===== src/rtl/ampel_sequencer_if.sv =====
// Handshake bundle between the traffic-light sequencer and its environment.
// The master drives enable/ped_req; the sequencer (slave) drives the phase outputs.
interface ampel_sequencer_if;
    logic       enable;
    logic       ped_req;
    logic [2:0] counter;
    logic       step;
    logic       green_hold;
    logic       ped_ack;

    modport master (
        output enable,
        output ped_req,
        input  counter,
        input  step,
        input  green_hold,
        input  ped_ack
    );

    modport slave (
        input  enable,
        input  ped_req,
        output counter,
        output step,
        output green_hold,
        output ped_ack
    );
endinterface


===== src/rtl/ampel_sequencer.sv =====
// Phase counter generator feeding the traffic-light colour decoder.
// Optional green extension holds at phase 2 until a request or a hold limit.
module ampel_sequencer #(
    parameter int unsigned TICK_DIV       = 4,
    parameter int unsigned MAX_GREEN_HOLD = 3
) (
    input logic               clk,
    input logic               rst,
    ampel_sequencer_if.slave  bus
);

    localparam logic [15:0] TICK_LAST = 16'(TICK_DIV - 1);
    localparam logic [7:0]  HOLD_LAST = 8'(MAX_GREEN_HOLD - 1);
    localparam bit          HOLD_EN   = (MAX_GREEN_HOLD != 0);

    typedef enum logic {RUN, HOLD} state_e;

    state_e      state_q, state_d;
    logic [15:0] presc_q, presc_d;
    logic [7:0]  hold_cnt_q, hold_cnt_d;
    logic [2:0]  counter_q, counter_d;
    logic        pending_q, pending_d;
    logic        step_q, step_d;
    logic        green_hold_q, green_hold_d;
    logic        ped_ack_q, ped_ack_d;
    logic        tick;

    always_comb begin
        state_d    = state_q;
        counter_d  = counter_q;
        hold_cnt_d = hold_cnt_q;
        step_d     = 1'b0;
        tick       = bus.enable && (presc_q == TICK_LAST);

        if (!bus.enable || tick) begin
            presc_d = '0;
        end else begin
            presc_d = presc_q + 16'd1;
        end

        if (tick) begin
            unique case (state_q)
                RUN: begin
                    if (counter_q == 3'd2 && !pending_q && HOLD_EN) begin
                        state_d    = HOLD;
                        hold_cnt_d = '0;
                    end else begin
                        counter_d = counter_q + 3'd1;
                        step_d    = 1'b1;
                    end
                end
                HOLD: begin
                    if (pending_q || hold_cnt_q == HOLD_LAST) begin
                        state_d   = RUN;
                        counter_d = 3'd3;
                        step_d    = 1'b1;
                    end else begin
                        hold_cnt_d = hold_cnt_q + 8'd1;
                    end
                end
                default: state_d = RUN;
            endcase
        end

        // step_q marks the first cycle of a new phase, so this fires once per red entry
        ped_ack_d    = step_q && (counter_q == 3'd5) && pending_q;
        pending_d    = bus.ped_req || (pending_q && !ped_ack_d);
        green_hold_d = (state_d == HOLD);
    end

    always_ff @(posedge clk or posedge rst) begin
        if (rst) begin
            state_q      <= RUN;
            presc_q      <= '0;
            hold_cnt_q   <= '0;
            counter_q    <= 3'd5;
            pending_q    <= 1'b0;
            step_q       <= 1'b0;
            green_hold_q <= 1'b0;
            ped_ack_q    <= 1'b0;
        end else begin
            state_q      <= state_d;
            presc_q      <= presc_d;
            hold_cnt_q   <= hold_cnt_d;
            counter_q    <= counter_d;
            pending_q    <= pending_d;
            step_q       <= step_d;
            green_hold_q <= green_hold_d;
            ped_ack_q    <= ped_ack_d;
        end
    end

    assign bus.counter    = counter_q;
    assign bus.step       = step_q;
    assign bus.green_hold = green_hold_q;
    assign bus.ped_ack    = ped_ack_q;

endmodule


===== src/flat_wrapper.sv =====
// flat-port wrapper written by rule: the top's interface ports become plain ports
module ampel_sequencer_flat 
#(
    parameter int unsigned TICK_DIV       = 4,
    parameter int unsigned MAX_GREEN_HOLD = 3
)
  (clk, rst, bus_enable, bus_ped_req, bus_counter, bus_step, bus_green_hold, bus_ped_ack);
  ampel_sequencer_if bus_i ();
  input logic clk;
  input logic rst;
  input wire logic [$bits(bus_i.enable)-1:0] bus_enable;
  input wire logic [$bits(bus_i.ped_req)-1:0] bus_ped_req;
  output wire logic [$bits(bus_i.counter)-1:0] bus_counter;
  output wire logic [$bits(bus_i.step)-1:0] bus_step;
  output wire logic [$bits(bus_i.green_hold)-1:0] bus_green_hold;
  output wire logic [$bits(bus_i.ped_ack)-1:0] bus_ped_ack;
  assign bus_i.enable = bus_enable;
  assign bus_i.ped_req = bus_ped_req;
  assign bus_counter = bus_i.counter;
  assign bus_step = bus_i.step;
  assign bus_green_hold = bus_i.green_hold;
  assign bus_ped_ack = bus_i.ped_ack;
  ampel_sequencer #(.TICK_DIV(TICK_DIV), .MAX_GREEN_HOLD(MAX_GREEN_HOLD)) u_core (.clk(clk), .rst(rst), .bus(bus_i));
endmodule

===== config.mk =====
export PLATFORM = sky130hd
export DESIGN_NAME = ampel_sequencer_flat
export DESIGN_NICKNAME = d
export VERILOG_FILES = /design/src/rtl/ampel_sequencer_if.sv /design/src/rtl/ampel_sequencer.sv /design/src/flat_wrapper.sv
export SDC_FILE = /design/constraint.sdc
export NUM_CORES = 1
export LEC_CHECK = 0
export CAP_MARGIN = 15
export CORE_MARGIN = 2
export CORE_UTILIZATION = 40
export CTS_BUF_LIST = sky130_fd_sc_hd__clkbuf_2 sky130_fd_sc_hd__clkbuf_4 sky130_fd_sc_hd__clkbuf_8
export DETAILED_ROUTE_END_ITERATION = 16
export PLACE_DENSITY = 0.68
export SYNTH_ARGS = -nofsm -noshare
export SYNTH_HDL_FRONTEND = slang
export SYNTH_SLANG_ARGS = --single-unit

===== constraint.sdc =====
create_clock -name clk -period 4.7 [get_ports clk]
set_clock_uncertainty 0.05 [all_clocks]
set_input_delay 0.705 -clock clk [delete_from_list [all_inputs] [get_ports clk]]
set_output_delay 0.705 -clock clk [all_outputs]
set_load 0.02 [all_outputs]

==> impl_metrics.py, run 1 <==
metrics = {
    "outcome": {
        "status": "complete, no violations",
    },
    "power": {
        "peakVddDrop_uv": 292,
        "clockPowerShare_pct": 38.9,
        "finalPower_uw": 701,
        "p_comb_share_pct": 17.4,
        "leakagePower_uw": 0.000802,
        "seq_power_share_pct": 43.7,
        "cellInternalPower_uw": 513,
        "powerDensity_nw_per_um2": 368,
        "p_switching_uw": 188,
        "p_sw_share_pct": 26.8,
    },
    "logic_synthesis": {
        "syn_inst": 166,
        "yosys-top-cells-count": "dfrtp_1 (29), nor2_1 (23), inv_1 (10), nand3_1 (10), xnor2_1 (9)",
        "synth_cell_types": 35,
        "synth_top_area_share_pct": 44.2,
        "synth_largest_area_cell": "dfrtp_1",
        "synth_area_sq_um": 1640,
        "synth_warnings": 0,
        "synth_area_leaders": "dfrtp_1 (44%), nor2_1 (5.3%), xnor2_1 (4.8%), ha_1 (4.6%), dfstp_2 (3.2%)",
        "ys_ff_latch": 31,
        "yosysMostFrequentCell": "dfrtp_1",
        "synth-seq-area-share_pct": 47.4,
        "synth_edf_count": 0,
        "ys.flop_type": "dfrtp_1",
        "avgSynthCellArea_sq_um": 9.88,
        "synthArstFlopShare_pct": 100,
        "synthesis.nets": 176,
    },
    "placement": {
        "port_buffers": 9,
        "hpwlAfterDp_mm": 2.36,
        "gp_congestion": 0.880,
    },
    "grt": {
        "top_usage_layer": "met2",
        "grt_max_degree": 32,
        "grtUsageMet1_pct": 19.9,
        "grt_pass1_wl_mm": 5.73,
        "grt_util_met3_pct": 4.93,
        "grt_util_all_layers_pct": 16.7,
        "globalRouteMet2Util_pct": 27.4,
        "gr-total-overflow": 0,
        "antenna_found_initial": 0,
        "grt_pass1_vias": 1269,
    },
    "routing": {
        "drt-vias-per-instance": 5.56,
        "ant_nets": 0,
        "wire_per_inst_um": 14.4,
        "vias": 1278,
        "wirelength_mm": 3.30,
        "first_iter_violations": 117,
        "drc_errors": 0,
        "dr.pass1.iters": 4,
    },
    "clock_network": {
        "clockBufferDepth": 2,
        "cts_setup_buffers": 0,
        "ctsResizeCount": 0,
        "cts_max_level": 2,
        "cts_tree": "yes",
        "clk_latency_ns": 0.29,
        "clk_pin_slew_ns": 0.07,
        "cts_sinks": 31,
        "holdBufCountCts": 0,
        "cts_root_buf": "clkbuf_8",
        "numCtsBuffers": 5,
    },
    "timing": {
        "rsz0062_at_grt": "no",
        "fmaxAchievable_mhz": 329,
        "tns_ns": 0,
        "setup_viol": 0,
        "max_slew_margin_pct": 35.3,
        "hold_viol": 0,
        "min_period_ns": 3.04,
        "tightest_slew_ns": 0.962,
        "period_share_pct": 64.6,
        "drv_slew": 0,
    },
    "die": {
        "dieArea_sq_um": 4630,
        "die_h_um": 68.0,
        "initial_utilization_pct": 41.3,
        "die_width_um": 68.0,
        "core_sq_um": 3970,
        "num_rows": 23,
        "num_io_pins": 10,
    },
    "finish": {
        "multi_input_area_sq_um": 805,
        "fin_nets": 189,
        "seq_area_sq_um": 778,
        "drive_gt1_share_pct": 8.33,
        "fillers": 381,
        "syn_to_final_growth_pct": 16.2,
        "diodes": 0,
    },
    "critical_path": {
        "reg2regPathDepth": 5,
        "crit_family": "simple AND/OR/NAND/NOR gates",
        "r2r-start": "u_core.presc_q[0]",
        "critPathArrivalTime_ns": 3.17,
        "slowest_stage": "or4_1",
        "cpPeakStageDelay_ns": 0.68,
        "worst-path-max-fanout": 11,
        "worstSetupStartpointType": "flop",
        "path_cells": "ha_1 -> or4b_1 -> or4_1 -> or4_1 -> o31ai_1",
        "reg2reg_to": "u_core.hold_cnt_q[3]",
        "r2r_slack_ns": 1.66,
        "cp_common_cell": "or4_1",
        "path_buf_inv": 0,
        "critPathRequiredTime_ns": 4.84,
        "end_kind": "flop",
        "setup.worst_path.class": "flop to flop",
    },
    "worst_hold_path": {
        "hp-start": "u_core.hold_cnt_q[6]",
        "hold_depth": 1,
        "hold_path_class": "flop to flop",
        "min_to": "u_core.hold_cnt_q[6]",
    },
    "flow_run": {
        "cap_violations": 0,
    },
}
-- per-stage QoR --
stage | worst slack, ns | utilization, % | instances | hold slack, ns | area [sq um]
2_1_floorplan | 2.16 | - | 166 | 0.423 | 1640
5_1_grt | 1.48 | 48.0 | 230 | 0.476 | 1910
3_3_place_gp | 1.86 | 45.0 | 222 | 0.453 | 1790
4_1_cts | 1.66 | 48.0 | 230 | 0.463 | 1910
6_report | 1.66 | 48.0 | 230 | 0.466 | 1910
3_5_place_dp | 1.70 | 45.0 | 222 | 0.450 | 1790
-- worst register-to-register path, cell delays in order (launching register included) --
cell	delay [ns]
dfrtp_1	0.44
ha_1	0.28
or4b_1	0.52
or4_1	0.68
or4_1	0.67
o31ai_1	0.30
-- power groups by stage --
stage / Clock [uW] / Sequential (uW) / Combinational, uW
after global routing: 291 / 310 / 139
after global placement: 0 / 309 / 121
after detailed placement: 0 / 311 / 124
final: 273 / 306 / 122
after CTS: 278 / 306 / 124
after floorplan: 0 / 324 / 64.2
-- final cells by class --
class,count,share of cell area (%)
Multi-Input combinational cell,120,42.2
Clock inverter,2,1.84
Tap cell,50,3.28
Sequential cell,31,40.8
Inverter,10,1.97
Timing Repair Buffer,11,5.52
Clock buffer,6,4.33
-- sequential cells by signal (all words and copies together) (netlist names) --
name and flops:
u_core.bus.ped_ack 1, u_core.bus.step 1, u_core.bus.counter 3, u_core.state_q 1
u_core.pending_q 1, u_core.hold_cnt_q 8, u_core.presc_q 16
-- worst max path at each step --
stage	start	endpoint	slack (ns)	cells after the start
CTS	u_core.presc_q[0]	u_core.hold_cnt_q[3]	1.66	5
finish	u_core.presc_q[0]	u_core.hold_cnt_q[3]	1.66	5
global placement	u_core.presc_q[0]	u_core.hold_cnt_q[3]	1.86	5
global route	u_core.presc_q[0]	u_core.hold_cnt_q[3]	1.48	5
detailed placement	u_core.presc_q[0]	u_core.hold_cnt_q[3]	1.70	5
floorplan	u_core.presc_q[0]	u_core.hold_cnt_q[1]	2.16	6
-- routing by layer --
metal / vias to the layer above / wire, um
met5: - / 0
li1: 639 / -
met4: 0 / 70
met2: 19 / 1670
met3: 7 / 91
met1: 613 / 1470
-- cell usage in the layout, fill, tap and decap left out, types with 3 or more instances in the layout --
cell type / n
or4_1: 5
o31ai_1: 5
mux2i_1: 3
and3_1: 5
nor2_1: 23
ha_1: 6
or3_1: 3
nand4_1: 4
dfrtp_1: 29
inv_1: 10
xor2_1: 5
o211ai_1: 4
nor3_1: 4
nand2_1: 5
o41ai_1: 5
nand3_1: 10
clkdlybuf4s50_1: 9
nor4_1: 7
xnor2_1: 9
clkbuf_8: 6
-- cells by family (layout without fill, tap and decap cells) --
family,count (synthesis),after routing,synth area share [%]
buffers and inverters,15,29,3.51
AOI/OAI and AO/OA,22,22,10.3
and+or+nand+nor,74,74,24.2
muxes,4,4,2.52
xor gates and xnor gates,14,14,7.48
adders and majority gates,6,6,4.58
DFF,31,31,47.4
Power figures use the tool's default switching activity.
==> run 2, diff against run 1 <==
- clock period: 4.7 -> 2.81 ns (I/O delays scaled with it)
==> run 2 against run 1 <==
Total power is 70% higher. Largest power group unchanged. Fmax grew 14%. Critical path type unchanged. Count of clock-buffer cells in the layout is the same.
==> impl_metrics.py, run 2 (synthesis results as in run 1) <==
metrics = {
    "finish": {
        "drive_gt1_share_pct": 12.6,
        "fillers": 380,
        "layout_common_cells": "dfrtp_1 (27), nor2_1 (23), inv_1 (10), nand3_1 (10)",
        "diodes": 0,
        "layoutNonFillerInstCount": 233,
        "final_common_cell": "dfrtp_1",
        "fin_nets": 192,
        "syn_to_final_growth_pct": 18.4,
        "largest_register": "u_core.presc_q",
        "largest_reg_flops": 16,
        "stdcell_area_sq_um": 1940,
    },
    "die": {
        "die_h_um": 68.0,
        "num_io_pins": 10,
        "die_width_um": 68.0,
        "dieArea_sq_um": 4630,
        "core_sq_um": 3970,
        "num_rows": 23,
        "initial_utilization_pct": 41.3,
    },
    "placement": {
        "post-place-cells": 225,
        "gp_congestion": 0.834,
        "hpwlAfterDp_mm": 2.38,
        "port_buffers": 9,
        "placed_area_sq_um": 1810,
    },
    "timing": {
        "rsz0062_at_grt": "no",
        "setup_viol": 0,
        "tightest_slew_ns": 0.724,
        "hold_viol": 0,
        "tns_ns": 0,
        "drv_slew": 0,
        "min_period_ns": 2.65,
        "max_slew_margin_pct": 51.5,
        "fmaxAchievable_mhz": 377,
        "period_share_pct": 94.5,
    },
    "clock_network": {
        "clk_latency_ns": 0.29,
        "cts_setup_buffers": 0,
        "numCtsBuffers": 5,
        "holdBufCountCts": 0,
        "clk_pin_slew_ns": 0.07,
        "clockBufferDepth": 2,
        "cts_max_level": 2,
        "cts_sinks": 31,
        "cts_tree": "yes",
        "cts_root_buf": "clkbuf_8",
    },
    "critical_path": {
        "r2r-start": "u_core.presc_q[0]",
        "end_kind": "flop",
        "critPathRequiredTime_ns": 2.96,
        "critPathArrivalTime_ns": 2.80,
        "worst-path-max-fanout": 6,
        "cpPeakStageDelay_ns": 0.55,
        "reg2regPathDepth": 5,
        "path_cells": "ha_2 -> or4b_1 -> or4_1 -> or4_4 -> o31ai_1",
        "slowest_stage": "or4_4",
        "r2r_slack_ns": 0.16,
        "worstSetupStartpointType": "flop",
        "setup.worst_path.class": "flop to flop",
        "reg2reg_to": "u_core.hold_cnt_q[6]",
    },
    "routing": {
        "vias": 1333,
        "dr.pass1.iters": 5,
        "drc_errors": 0,
        "first_iter_violations": 96,
        "wire_per_inst_um": 15.2,
        "drt-vias-per-instance": 5.72,
        "wirelength_mm": 3.55,
        "ant_nets": 0,
    },
    "grt": {
        "grt_pass1_vias": 1303,
        "antenna_found_initial": 0,
        "grt_max_degree": 32,
        "grt_pass1_wl_mm": 5.91,
        "grt_util_all_layers_pct": 17.6,
        "gr-total-overflow": 0,
    },
    "flow_run": {
        "cap_violations": 0,
    },
    "outcome": {
        "status": "complete, no violations",
    },
    "power": {
        "peakVddDrop_uv": 420,
        "powerDensity_nw_per_um2": 612,
        "leakagePower_uw": 0.000813,
    },
    "worst_hold_path": {
        "hold_path_class": "input port to asynchronous set/reset pin",
    },
}
==> run 2: changes by cell type in the layout (fill, tap and decap cells not counted) <==
cell / previous run / this run
dfrtp_1: 29 / 27
nor3_2: 0 / 1
or4_1: 5 / 4
nor3_1: 4 / 3
buf_4: 2 / 5
or4_4: 1 / 2
dfrtp_2: 0 / 2
ha_2: 0 / 1
ha_1: 6 / 5
==> run 2: layer usage <==
layer  up-vias  part of all wire (%)  track usage (%)
met1       657                    43             20.9
li1        640                     -                -
met2        26                    51             28.9
met4         0                   2.5             10.3
met3        10                   3.7             4.28
met5         -                     0                0
==> run 2: critical path: cells and delay by family, from the launching register on <==
kind / cells / cell delay (ns)
AOI/OAI and AO/OA: 1 / 0.27
adders and majority gates: 1 / 0.24
DFF: 1 / 0.42
and+or+nand+nor: 3 / 1.57
==> run 2: worst max path at each step <==
| stage | from | endpoint | slack (ns) | cells past startpoint |
|---|---|---|---|---|
| 2_1_floorplan | u_core.presc_q[0] | u_core.hold_cnt_q[1] | 0.27 | 6 |
| 3_3_place_gp | u_core.presc_q[0] | u_core.hold_cnt_q[4] | 0.15 | 5 |
| 3_5_place_dp | u_core.presc_q[0] | u_core.hold_cnt_q[6] | -0.02 | 5 |
| 4_1_cts | u_core.presc_q[0] | u_core.hold_cnt_q[1] | 0.04 | 6 |
| 5_1_grt | u_core.presc_q[0] | u_core.hold_cnt_q[4] | 0.04 | 5 |
| 6_report | u_core.presc_q[0] | u_core.hold_cnt_q[6] | 0.16 | 5 |
==> run 2: layout make-up <==
class / count / area [sq um] / area share, %
Clock buffer: 6 / 82.6 / 4.25
Clock inverter: 2 / 35.0 / 1.80
Inverter: 10 / 37.5 / 1.93
Multi-Input combinational cell: 120 / 816 / 42.0
Sequential cell: 31 / 781 / 40.2
Tap cell: 50 / 62.6 / 3.22
Timing Repair Buffer: 14 / 128 / 6.57
==> run 2: metrics by stage <==
| stage | utilization, % | setup WS, ns | total power, uW | hold slack, ns |
|---|---|---|---|---|
| 3_5_place_dp | 45.6 | -0.0221 | 732 | 0.480 |
| 6_report | 48.9 | 0.156 | 1190 | 0.454 |
| 2_1_floorplan | - | 0.268 | 649 | 0.423 |
| 3_3_place_gp | 45.6 | 0.154 | 723 | 0.454 |
| 4_1_cts | 48.6 | 0.0366 | 1200 | 0.470 |
| 5_1_grt | 48.9 | 0.0368 | 1250 | 0.493 |
==> run 2: what timing repair did <==
| item | 4_1_cts | 5_1_grt |
|---|---|---|
| resized for setup | 1 | 4 |
| endpoints found under the hold margin | 0 | 0 |
| endpoints found under the setup margin | 3 | 7 |
| cloned | 0 | 0 |
==> run 2: power by group <==
| group | internal [uW] | leakage [uW] | switching [uW] | total [uW] |
|---|---|---|---|---|
| logic | 96.0 | 0.000351 | 119 | 215 |
| registers | 480 | 0.000401 | 34.3 | 515 |
| clock network | 287 | 0.0000612 | 174 | 460 |
==> run 3, diff against run 2 <==
- PLACE_DENSITY: 0.68 -> not set
==> run 3 against run 2 <==
Routed wire length down 1.6%. Largest cell class unchanged. Non-clock buffer count up 1. Highest routed layer unchanged. Total power down 0.29%. Clock power up 0.9%. Critical endpoint is now u_core.hold_cnt_q[5]. Via count down 0.38%. Combinational power down 3%. Cell area down 0.32%.
==> impl_metrics.py, run 3 (synthesis results as in run 1) <==
metrics = {
    "outcome": {
        "status": "complete, no violations",
    },
    "critical_path": {
        "worstSetupStartpointType": "flop",
        "r2r-start": "u_core.presc_q[0]",
        "end_kind": "flop",
        "critPathArrivalTime_ns": 2.83,
        "startpoint": "u_core.presc_q[0]",
        "r2r_slack_ns": 0.12,
        "reg2regPathDepth": 5,
        "path_cells": "ha_1 -> or4b_1 -> or4_1 -> or4_1 -> o31ai_1",
        "path_buf_inv": 0,
        "setup.worst_path.class": "flop to flop",
        "slowest_stage": "or4_1",
        "reg2reg_to": "u_core.hold_cnt_q[5]",
        "critPathRequiredTime_ns": 2.95,
        "crit_family": "simple AND/OR/NAND/NOR gates",
        "cpPeakStageDelay_ns": 0.63,
        "cp_common_cell": "or4_1",
        "worst-path-max-fanout": 6,
    },
    "timing": {
        "max_slew_margin_pct": 53.9,
        "setup_viol": 0,
        "tightest_slew_ns": 0.688,
        "fmaxAchievable_mhz": 372,
        "period_share_pct": 95.6,
        "tns_ns": 0,
        "min_period_ns": 2.69,
        "rsz0062_at_grt": "no",
        "drv_slew": 0,
        "hold_viol": 0,
    },
    "flow_run": {
        "cap_violations": 0,
    },
    "grt": {
        "gr-total-overflow": 0,
        "grt_max_degree": 23,
        "grt_pass1_wl_mm": 6.01,
        "grt_util_all_layers_pct": 17.6,
        "grt_pass1_vias": 1310,
        "antenna_found_initial": 0,
    },
    "finish": {
        "multi_input_area_sq_um": 805,
        "diodes": 0,
        "largest_register": "u_core.presc_q",
        "layout_common_cells": "dfrtp_1 (29), nor2_1 (23), inv_1 (10), nand3_1 (10)",
        "layoutNonFillerInstCount": 234,
        "fin_nets": 193,
        "final_common_cell": "dfrtp_1",
        "drive_gt1_share_pct": 10.3,
        "stdcell_area_sq_um": 1940,
        "syn_to_final_growth_pct": 18.0,
        "fillers": 380,
        "largest_reg_flops": 16,
        "seq_area_sq_um": 778,
    },
    "power": {
        "finalPower_uw": 1190,
        "seq_power_share_pct": 43.4,
        "cellInternalPower_uw": 860,
        "p_comb_share_pct": 17.5,
        "peakVddDrop_uv": 370,
        "powerDensity_nw_per_um2": 613,
        "clockPowerShare_pct": 39.1,
        "p_switching_uw": 326,
        "leakagePower_uw": 0.000822,
        "p_sw_share_pct": 27.5,
    },
    "routing": {
        "wire_per_inst_um": 14.9,
        "ant_nets": 0,
        "dr.pass1.iters": 4,
        "wirelength_mm": 3.49,
        "drc_errors": 0,
        "first_iter_violations": 139,
        "drt-vias-per-instance": 5.68,
        "vias": 1328,
    },
    "clock_network": {
        "cts_tree": "yes",
        "cts_setup_buffers": 0,
        "ctsResizeCount": 0,
        "clk_pin_slew_ns": 0.07,
        "clockBufferDepth": 2,
        "cts_sinks": 31,
        "cts_max_level": 2,
        "holdBufCountCts": 0,
        "clk_latency_ns": 0.29,
        "numCtsBuffers": 5,
        "cts_root_buf": "clkbuf_8",
    },
    "placement": {
        "port_buffers": 9,
        "post-place-cells": 226,
        "placed_area_sq_um": 1820,
        "gp_congestion": 0.819,
        "hpwlAfterDp_mm": 2.44,
    },
    "die": {
        "die_h_um": 68.0,
        "die_width_um": 68.0,
        "num_rows": 23,
        "initial_utilization_pct": 41.3,
        "num_io_pins": 10,
        "core_sq_um": 3970,
        "dieArea_sq_um": 4630,
    },
    "worst_hold_path": {
        "hold_path_class": "input port to asynchronous set/reset pin",
    },
}
-- run 3: cell count changes in the layout (fill, tap and decap cells not counted) --
cell     delta
buf_4       +1
or4_1       +1
ha_1        +1
ha_2        -1
or4_4       -1
dfrtp_1     +2
nor3_1      +1
dfrtp_2     -2
nor3_2      -1
-- run 3: power groups by stage --
stage	combinational, uW	clock (uW)	sequential [uW]
after floorplan	107	0	541
after global placement	207	0	519
after detailed placement	209	0	522
after CTS	212	472	513
after global routing	241	490	518
final	208	464	514
-- run 3: cell type report --
| class | instances | area share [%] |
|---|---|---|
| timing repair buffer | 15 | 6.98 |
| clock buffer | 6 | 4.27 |
| multi-input combinational | 120 | 41.6 |
| tap | 50 | 3.23 |
| clock inverter | 2 | 1.81 |
| sequential | 31 | 40.2 |
| inverter | 10 | 1.94 |
-- run 3: worst max-delay path by stage --
stage                                      end  slack [ns]  cells after the start
after global routing      u_core.hold_cnt_q[5]       0.003                      5
after global placement    u_core.hold_cnt_q[5]        0.22                      5
after floorplan           u_core.hold_cnt_q[1]        0.27                      6
after detailed placement  u_core.hold_cnt_q[6]        0.12                      5
after CTS                 u_core.hold_cnt_q[5]        0.11                      5
final                     u_core.hold_cnt_q[5]        0.12                      5
-- run 3: metal layers --
metal	part of all wire (%)	GRT usage [%]	up-vias
met5	0	0	-
met4	2.1	9.25	0
met3	3.1	3.95	7
met2	48	27.7	27
met1	46	22.6	650
li1	-	-	644
-- run 3: through the flow --
stage | setup slack [ns] | hold WS (ns) | utilization [%]
2_1_floorplan | 0.268 | 0.423 | -
3_3_place_gp | 0.225 | 0.460 | 45.8
3_5_place_dp | 0.118 | 0.476 | 45.8
4_1_cts | 0.113 | 0.380 | 48.7
5_1_grt | 0.00332 | 0.404 | 48.7
6_report | 0.124 | 0.372 | 48.7
